## config.mk

```make
export PLATFORM = sky130hd
export DESIGN_NAME = uart_text_screen_flat
export DESIGN_NICKNAME = d
export VERILOG_FILES = /design/src/rtl/uart_text_pkg.sv /design/src/rtl/uart_text_screen_if.sv /design/src/rtl/text_ram.sv /design/src/rtl/uart_text_screen.sv /design/src/flat_wrapper.sv
export SDC_FILE = /design/constraint.sdc
export NUM_CORES = 1
export LEC_CHECK = 0
export BUFFER_PORTS_ARGS = -buffer_cell sky130_fd_sc_hd__buf_2
export CELL_PAD_IN_SITES_DETAIL_PLACEMENT = 1
export CELL_PAD_IN_SITES_GLOBAL_PLACEMENT = 1
export CORE_UTILIZATION = 50
export CTS_CLUSTER_DIAMETER = 30
export DETAILED_ROUTE_END_ITERATION = 10
export PLACE_DENSITY = 0.73
export SLEW_MARGIN = 30
export SYNTH_ARGS = -nofsm -noshare
export SYNTH_HDL_FRONTEND = slang
export SYNTH_SLANG_ARGS = --single-unit
```

## constraint.sdc

```tcl
create_clock -name clk -period 11.19 [get_ports clk]
set_input_delay 0.5595 -clock clk [delete_from_list [all_inputs] [get_ports clk]]
set_output_delay 0.5595 -clock clk [all_outputs]
set_load 0.02 [all_outputs]
```

## src/rtl/uart_text_pkg.sv

```systemverilog
// Shared constants and state type for the UART text screen.
package uart_text_pkg;

   // Control characters interpreted by the screen
   localparam logic [7:0] BS  = 8'h08;
   localparam logic [7:0] DEL = 8'h7F;
   localparam logic [7:0] LF  = 8'h0A;
   localparam logic [7:0] CR  = 8'h0D;
   localparam logic [7:0] FF  = 8'h0C;

   typedef enum logic [1:0] {
      CLEAR_ALL = 2'd0,
      IDLE      = 2'd1,
      CLEAR_ROW = 2'd2
   } state_e;

endpackage

```

## src/rtl/uart_text_screen_if.sv

```systemverilog
// Byte-stream valid/ready handshake from the UART receiver into the screen.
interface uart_text_screen_if;
   logic       inValid;
   logic [7:0] inByte;
   logic       inReady;

   modport master (output inValid, output inByte, input inReady);
   modport slave  (input inValid, input inByte, output inReady);
endinterface

```

## src/rtl/text_ram.sv

```systemverilog
// Character store: one synchronous write port, one registered read port.
// A same-cycle read of the cell being written returns the old value.
module text_ram #(
   parameter int DEPTH = 64
) (
   input  logic                     clk,
   input  logic                     we,
   input  logic [$clog2(DEPTH)-1:0] waddr,
   input  logic [7:0]               wdata,
   input  logic [$clog2(DEPTH)-1:0] raddr,
   output logic [7:0]               rdata
);

   logic [7:0] mem_q [DEPTH];
   logic [7:0] rdata_q;

   // Write and registered read share the edge; NBA ordering gives read-old
   always_ff @(posedge clk) begin
      if (we) mem_q[waddr] <= wdata;
      rdata_q <= mem_q[raddr];
   end

   assign rdata = rdata_q;

endmodule

```

## src/rtl/uart_text_screen.sv

```systemverilog
// ROWS x COLS text screen fed by a byte stream: cursor, wrap, control
// characters and hardware scrolling via a rotating top-row pointer.
module uart_text_screen
   import uart_text_pkg::*;
#(
   parameter int         COLS  = 16,
   parameter int         ROWS  = 4,
   parameter logic [7:0] BLANK = 8'h20
) (
   input  logic                    clk,
   input  logic                    rst_n,
   uart_text_screen_if.slave       in_if,
   input  logic [$clog2(ROWS)-1:0] rdRow,
   input  logic [$clog2(COLS)-1:0] rdCol,
   output logic [7:0]              rdByte,
   output logic [$clog2(ROWS)-1:0] cursorRow,
   output logic [$clog2(COLS)-1:0] cursorCol
);

   localparam int RW    = $clog2(ROWS);
   localparam int CW    = $clog2(COLS);
   localparam int AW    = RW + CW;
   localparam int NCELL = ROWS * COLS;

   localparam logic [RW-1:0] LAST_ROW  = RW'(ROWS - 1);
   localparam logic [CW-1:0] LAST_COL  = CW'(COLS - 1);
   localparam logic [AW-1:0] LAST_CELL = AW'(NCELL - 1);

   state_e        state_q, state_d;
   logic [AW-1:0] clr_q, clr_d;
   logic [RW-1:0] top_q, top_d;
   logic [RW-1:0] row_q, row_d;
   logic [CW-1:0] col_q, col_d;
   logic          ready_q, ready_d;

   logic          we;
   logic [AW-1:0] waddr;
   logic [7:0]    wdata;
   logic [7:0]    ram_rdata;
   logic          adv;

   // Logical-to-physical row mapping; natural RW-bit wraparound
   logic [RW-1:0] phys_cur, phys_up, phys_bot, phys_rd;
   logic [CW-1:0] col_m1;

   assign phys_cur = row_q + top_q;
   assign phys_up  = row_q - RW'(1) + top_q;
   assign phys_bot = LAST_ROW + top_q;
   assign phys_rd  = rdRow + top_q;
   assign col_m1   = col_q - CW'(1);

   text_ram #(.DEPTH(NCELL)) u_ram (
      .clk   (clk),
      .we    (we),
      .waddr (waddr),
      .wdata (wdata),
      .raddr ({phys_rd, rdCol}),
      .rdata (ram_rdata)
   );

   // Next-state, cursor movement and RAM write port
   always_comb begin
      state_d = state_q;
      clr_d   = clr_q;
      top_d   = top_q;
      row_d   = row_q;
      col_d   = col_q;
      we      = 1'b0;
      waddr   = {phys_cur, col_q};
      wdata   = BLANK;
      adv     = 1'b0;

      case (state_q)
         CLEAR_ALL: begin
            // Linear sweep over every physical cell, then home everything
            we    = 1'b1;
            waddr = clr_q;
            clr_d = clr_q + AW'(1);
            if (clr_q == LAST_CELL) begin
               state_d = IDLE;
               clr_d   = '0;
               top_d   = '0;
               row_d   = '0;
               col_d   = '0;
            end
         end

         CLEAR_ROW: begin
            // Blank the row that just became the bottom of the screen
            we    = 1'b1;
            waddr = {phys_bot, clr_q[CW-1:0]};
            clr_d = clr_q + AW'(1);
            if (clr_q[CW-1:0] == LAST_COL) begin
               state_d = IDLE;
               clr_d   = '0;
            end
         end

         IDLE: begin
            if (in_if.inValid) begin
               case (in_if.inByte)
                  BS, DEL: begin
                     if (col_q != '0) begin
                        col_d = col_m1;
                        we    = 1'b1;
                        waddr = {phys_cur, col_m1};
                     end else if (row_q != '0) begin
                        row_d = row_q - RW'(1);
                        col_d = LAST_COL;
                        we    = 1'b1;
                        waddr = {phys_up, LAST_COL};
                     end
                  end
                  CR: col_d = '0;
                  LF: begin
                     col_d = '0;
                     adv   = 1'b1;
                  end
                  FF: begin
                     state_d = CLEAR_ALL;
                     clr_d   = '0;
                  end
                  default: begin
                     we    = 1'b1;
                     wdata = in_if.inByte;
                     if (col_q == LAST_COL) begin
                        col_d = '0;
                        adv   = 1'b1;
                     end else begin
                        col_d = col_q + CW'(1);
                     end
                  end
               endcase
            end
         end

         default: begin
            state_d = CLEAR_ALL;
            clr_d   = '0;
         end
      endcase

      // Row advance; at the bottom the screen scrolls instead
      if (adv) begin
         if (row_q != LAST_ROW) begin
            row_d = row_q + RW'(1);
         end else begin
            top_d   = top_q + RW'(1);
            state_d = CLEAR_ROW;
            clr_d   = '0;
         end
      end

      ready_d = (state_d == IDLE);
   end

   // FSM and cursor registers, synchronous active-low reset
   always_ff @(posedge clk) begin
      if (!rst_n) begin
         state_q <= CLEAR_ALL;
         clr_q   <= '0;
         top_q   <= '0;
         row_q   <= '0;
         col_q   <= '0;
         ready_q <= 1'b0;
      end else begin
         state_q <= state_d;
         clr_q   <= clr_d;
         top_q   <= top_d;
         row_q   <= row_d;
         col_q   <= col_d;
         ready_q <= ready_d;
      end
   end

   assign in_if.inReady = ready_q;
   assign cursorRow     = row_q;
   assign cursorCol     = col_q;
   // Stale or uninitialised RAM contents are hidden during a full clear
   assign rdByte        = (state_q == CLEAR_ALL) ? BLANK : ram_rdata;

endmodule

```

## src/flat_wrapper.sv

```systemverilog
// flat-port wrapper written by rule: the top's interface ports become plain ports
module uart_text_screen_flat import uart_text_pkg::*;
#(
   parameter int         COLS  = 16,
   parameter int         ROWS  = 4,
   parameter logic [7:0] BLANK = 8'h20
)
  (clk, rst_n, rdRow, rdCol, rdByte, cursorRow, cursorCol, in_if_inValid, in_if_inByte, in_if_inReady);
  uart_text_screen_if in_if_i ();
  input  logic clk;
  input  logic rst_n;
  input  logic [$clog2(ROWS)-1:0] rdRow;
  input  logic [$clog2(COLS)-1:0] rdCol;
  output logic [7:0] rdByte;
  output logic [$clog2(ROWS)-1:0] cursorRow;
  output logic [$clog2(COLS)-1:0] cursorCol;
  input wire logic [$bits(in_if_i.inValid)-1:0] in_if_inValid;
  input wire logic [$bits(in_if_i.inByte)-1:0] in_if_inByte;
  output wire logic [$bits(in_if_i.inReady)-1:0] in_if_inReady;
  assign in_if_i.inValid = in_if_inValid;
  assign in_if_i.inByte = in_if_inByte;
  assign in_if_inReady = in_if_i.inReady;
  uart_text_screen #(.COLS(COLS), .ROWS(ROWS), .BLANK(BLANK)) u_core (.clk(clk), .rst_n(rst_n), .in_if(in_if_i), .rdRow(rdRow), .rdCol(rdCol), .rdByte(rdByte), .cursorRow(cursorRow), .cursorCol(cursorCol));
endmodule
```

## After elaboration in Yosys (flattened, before gate mapping)

Memory sizes are Yosys's and may differ from the RTL's. A register that Yosys moved wholly into a read port is not among the register bits.
Index checks and enable logic that the tools add are counted.

- Bits of input ports: 17
- Logic and storage cells: 97
- Flip-flop bits (word level): 17
- RAM bits: 512
- Output and inout bits: 15
- Memories kept: 1

Memories:

| name | depth | bits a word | rd ports | clocked after memory_dff | wr ports | line | source |
|---|---|---|---|---|---|---|---|
| u_core.u_ram.mem_q | 64 | 8 | 1 | 1 | 1 | text_ram.sv:14 | `logic [7:0] mem_q [DEPTH];` |

- Eq/ne operators: 16
- Add/subtract/negate cells: 10
- Reduce and logical (&&, ||, !) cells: 11
- Mux-type cells: 53

Operator list:

| kind | count |
|---|---|
| $mux 6 | 10 |
| $pmux 6 s3 | 2 |
| $mux 2 | 17 |
| $eq 8x4->1 const B | 4 |
| $mux 8 | 4 |
| $mux 4 | 5 |
| $pmux 4 s3 | 1 |
| $eq 4x4->1 const B | 2 |
| $eq 8x7->1 const B | 1 |
| $mux 1 | 8 |
| $pmux 4 s2 | 1 |
| $add 2x2->2 | 3 |
| $add 6x1->6 const B | 1 |
| $eq 6x6->1 const B | 1 |
| $ne 2x2->1 const B | 3 |
| $pmux 1 s2 | 3 |
| $pmux 2 s3 | 1 |
| $reduce_or 2->1 | 3 |
| $reduce_and 5->1 | 1 |
| $reduce_or 5->1 | 1 |
| $add 2x1->2 const B | 2 |
| $add 4x1->4 const B | 1 |
| $eq 2x1->1 const B | 2 |
| $ne 4x2->1 const B | 1 |
| 11 further kinds | 12 |

## Longest topological paths before layout

- Word-level depth: 8
- Mapped depth: 12
- Gate-level depth less buffers: 9

## By module

From an unflattened synthesis, not the netlist that was laid out.

- Cell total of the unflattened synthesis: 1166
- Area total of the unflattened synthesis: 21959.8 um^2

Modules (own cells, without submodules):

| module | area an instance (um^2) | times used | seq. area each (um^2) | cells an instance |
|---|---|---|---|---|
| text_ram | 20166.8 | 1 | 15534.9 | 940 |
| uart_text_screen | 1793.0 | 1 | 340.3 | 226 |

## Worst setup path before layout

No wires, ideal clock.

- Path type: register to register
- From: reg u_core.col_q[0] (netlist: u_core.cursorCol[0])
- To: mem u_core.u_ram.mem_q[43][0], enable pin
- Stages on the path, launching flop included: 13
- Library setup time: 371 ps
- Buffers on the path: 3
- Setup slack: 7524 ps
- Arrival: 3296 ps
- Path through: dfxtp_1 clkbuf_1 inv_1 ha_1 clkbuf_1 or3b_2 buf_1 nor3b_1 o21ai_0 mux2i_1 a211oi_1 nand3_2 nor2_1

- Longest elaborated chain between the ends: 7
- Elaborated cells between the ends (all ways): 13

RTL lines:

| what | line | source |
|---|---|---|
| from (decl) | uart_text_screen.sv:33 | `logic [CW-1:0] col_q, col_d;` |
| from (signal assigned) | uart_text_screen.sv:171 | `col_q <= col_d;` |
| $reduce_bool 4->1 | uart_text_screen.sv:103 | `if (col_q != '0) begin` |
| $mux 1 | uart_text_screen.sv:103 |  |
| $pmux 1 s2 | uart_text_screen.sv:101 | `case (in_if.inByte)` |
| $mux 1 | uart_text_screen.sv:100 | `if (in_if.inValid) begin` |
| $pmux 1 s2 | uart_text_screen.sv:73 | `case (state_q)` |
| $mux 1 | text_ram.sv:19 | `if (we) mem_q[waddr] <= wdata;` |
| $mux 1 (implied by the code) | text_ram.sv:19 |  |
| to (decl) | text_ram.sv:14 |  |

Several ways; a longest one is shown, not always the timed one.

## Final worst setup path

- From: reg u_core.col_q[0] (netlist: u_core.cursorCol[0])
- To: mem u_core.u_ram.mem_q[51][4], enable pin

Same word-level chain as after synthesis.

==> key figures <==
Status
  • Status: finished, final reports clean

Yosys
  • Most numerous cell in the Yosys netlist: edfxtp_1
  • Syn_nets: 1128
  • Ys flop type: edfxtp_1
  • Seq/Total Area, Yosys: 73.5%
  • Post-synth ARST share: 0%
  • Post-synth EDFFs: 512
  • Syn_area_per_cell: 19.6 um^2
  • Ys Warns: 0
  • Synth Register Bits: 537
  • Unique masters post-synth: 65
  • Synth top area share: 71.1%
  • Post-synth top cells: edfxtp_1 (512), mux4_2 (146), nor2_1 (101)
  • Post-Syn Area: 21600 um^2
  • Yosys top cell by area: edfxtp_1
  • Synth area leaders: edfxtp_1 (71%), mux4_2 (15%), dfxtp_1 (2.3%)
  • Syn Inst Count: 1100

Clock tree
  • Clk slew on worst S/H paths: 40 ps
  • CTS resizes: 0
  • Total clock sinks: 537
  • Hold Buf Count CTS: 0
  • CTS Buffer Depth: 3
  • Worst skew pair latency: 640 ps
  • H-tree depth: 3
  • TritonCTS clock tree: yes
  • CTS root buf: clkbuf_16
  • Setup Buffers After CTS: 0
  • TritonCTS buffer count: 100

Hold path
  • Worst min path class: input port to flip-flop
  • Hold_sp: rst_n
  • Worst Hold Depth: 2
  • Hold endpoint: u_core.top_q[0]

Floorplan
  • Initial Util: 51.1%
  • Core box area: 42300 um^2
  • Die Footprint: 44100 um^2
  • Std cell rows: 75
  • Die Height: 210 um
  • I/O pins: 32
  • Die Wd: 210 um

Cells and area
  • Util after Layout: 61.2%
  • Nets: 1217
  • Layout cells sized above 1: 29.3%
  • Area Growth Syn to Fin: 19.8%
  • Antenna diode count: 0

Timing
  • Final Hold Vio Count: 0
  • Max Freq: 0.220 GHz
  • Sum Neg Setup Slack: 0 ps
  • Slew Limit Fails: 0
  • Fin crit period: 4540 ps
  • Rel. slew slack: 32.0%
  • Tcrit/Tclk final: 40.6%
  • RSZ-0062 raised after global routing: no
  • PnR worst setup slack: 6650 ps
  • Worst Tran Pin Value: 1020 ps
  • Hold slack: 233 ps
  • Final setup viols: 0
  • Setup Skew: 35.9 ps

Job
  • Max Cap Viol: 0

Power and ir drop
  • Power per cell area: 209 nW/um^2
  • Clock Power Share: 57.0%
  • Sequential share of power: 40.5%
  • Peak supply drop: 0.124 mV
  • Pint: 4.30 mW
  • Comb pwr share: 2.5%
  • Switch Pwr: 1.11 mW
  • Pleak: 9.04 nW
  • Sw frac: 20.5%

Worst setup path
  • Kind of critical path: flip-flop to flip-flop
  • Slowest cell on crit path: nor2_1
  • CP Max Fanout: 12
  • Worst r2r src: u_core.cursorCol[0]
  • CP Capture Type: flip-flop
  • CP cell instances: inv_1 > ha_1 > or3b_2 > o2111ai_1 > o21ai_0 > a221oi_1 > nand3_1 > nor2_1
  • R2R setup slack: 6650 ps
  • CP required: 11430 ps
  • Reg2reg end: u_core.u_ram.mem_q[51][4]
  • Worst r2r path cells: 8
  • Type of origin of the critical path: flip-flop
  • Crit path DAT: 4790 ps
  • Worst Setup SP: u_core.cursorCol[0]
  • Critical Path Max Stage Delay: 880 ps

Drt
  • Drt drc: 0
  • Final WL: 56200 um
  • ANT nets after route: 0
  • Vias per Instance: 6.20
  • Wire per inst: 30.4 um
  • TritonRoute pass-1 iters: 4
  • DRT iter0 DRCs: 1121
  • Via count: 11500

Global routing
  • GRT overflow: 0
  • Vias in the first global route: 12200
  • Gr usage total: 26.3%
  • First-pass GRT wire length: 82600 um
  • Initial antenna violation count: 1
  • Largest net degree at the start of global routing: 81

Placed design
  • HPWL after DPL: 32000 um
  • Routability cong.: 0.826
  • Port Buffers: 31
  • Post-Place Setup Slack: 6600 ps
==> metrics by stage <==
stage	total power, mW	cells	area, um^2
2_1_floorplan	2.31	1100	21600
3_3_place_gp	2.36	1663	22400
3_5_place_dp	2.36	1663	22400
4_1_cts	5.44	1848	25900
5_1_grt	5.52	1849	25900
6_report	5.41	1849	25900
==> worst max-delay path, delay by kind of cell, from the launching register on <==
kind | cells | cell delay [ps]
adders and majority gates | 1 | 340
AOI/OAI and AO/OA | 3 | 990
and+or+nand+nor | 3 | 2260
buffers and inverters | 1 | 140
DFF | 1 | 440
==> kinds of logic after synthesis <==
| group | after synthesis | synth area share, % |
|---|---|---|
| XOR/XNOR | 7 | 0.284 |
| flip-flops | 537 | 73.5 |
| buffers and inverters | 64 | 1.13 |
| AO/OA/AOI/OAI | 117 | 3.69 |
| adder cells (fa/ha/maj) | 11 | 0.637 |
| multiplexers | 164 | 16.1 |
| AND/OR/NAND/NOR | 200 | 4.74 |
==> power by group through the flow <==
stage               Sequential [mW]  Clock [mW]  Combinational (mW)
global placement               2.23           0               0.127
detailed placement             2.23           0               0.130
finish                         2.19        3.08               0.133
global route                   2.19        3.19               0.140
floorplan                      2.23           0              0.0889
CTS                            2.19        3.11               0.132
==> state kept, by name, indices dropped and copies added (netlist names) <==
signal,flops
u_core.state_q,2
u_core.cursorRow,2
u_core.clr_q,6
u_core.u_ram.mem_q,512
u_core.in_if.inReady,1
u_core.top_q,2
u_core.u_ram.rdata,8
u_core.cursorCol,4
==> final cells by class <==
class / count / area [um^2]
timing repair buffer: 42 / 274
sequential: 537 / 15900
clock buffer: 121 / 2620
inverter: 9 / 33.8
clock inverter: 64 / 857
fill: 3559 / 16400
tap: 577 / 722
multi-input combinational: 499 / 5520
==> worst max path at each step <==
stage | slack [ps] | end | cells past startpoint
after floorplan | 7520 | u_core.u_ram.mem_q[43][0] | 12
after global placement | 6790 | u_core.u_ram.mem_q[19][4] | 8
after detailed placement | 6600 | u_core.u_ram.mem_q[17][4] | 8
after CTS | 6730 | u_core.u_ram.mem_q[63][0] | 8
after global routing | 6420 | u_core.u_ram.mem_q[19][2] | 8
final | 6650 | u_core.u_ram.mem_q[51][4] | 8
==> cell usage in the layout, fill, tap and decap left out, types with 4 or more instances in the layout <==
cell type | netlist | layout
clkinvlp_4 | 0 | 11
nand3b_1 | 5 | 5
o21ai_0 | 18 | 18
nand2_1 | 13 | 13
o22ai_1 | 10 | 10
bufinv_16 | 0 | 17
edfxtp_1 | 512 | 512
inv_1 | 9 | 9
nor2_1 | 101 | 101
nand3_2 | 8 | 8
a21oi_1 | 31 | 31
clkinv_1 | 0 | 14
mux2i_1 | 17 | 17
dfxtp_1 | 25 | 25
buf_4 | 0 | 10
buf_2 | 4 | 29
a22oi_1 | 8 | 8
ha_1 | 11 | 11
and3_1 | 10 | 4
clkinv_2 | 0 | 9
clkinv_4 | 0 | 4
clkbuf_16 | 0 | 101
and3_2 | 0 | 4
inv_6 | 0 | 5
mux4_2 | 146 | 146
nand3_1 | 16 | 16
nor3_1 | 7 | 7
o221ai_1 | 7 | 7
nor2b_1 | 10 | 10
clkbuf_1 | 35 | 18
a211oi_1 | 12 | 12
==> metal layers <==
| metal | GRT usage, % | up-vias | wire length [um] |
|---|---|---|---|
| li1 | - | 4786 | - |
| met1 | 35.7 | 6068 | 22500 |
| met2 | 43.8 | 531 | 28500 |
| met3 | 4.23 | 81 | 3870 |
| met4 | 8.94 | 2 | 1280 |
| met5 | 0 | - | 9 |
No activity file was read; power rests on OpenSTA's default activity.
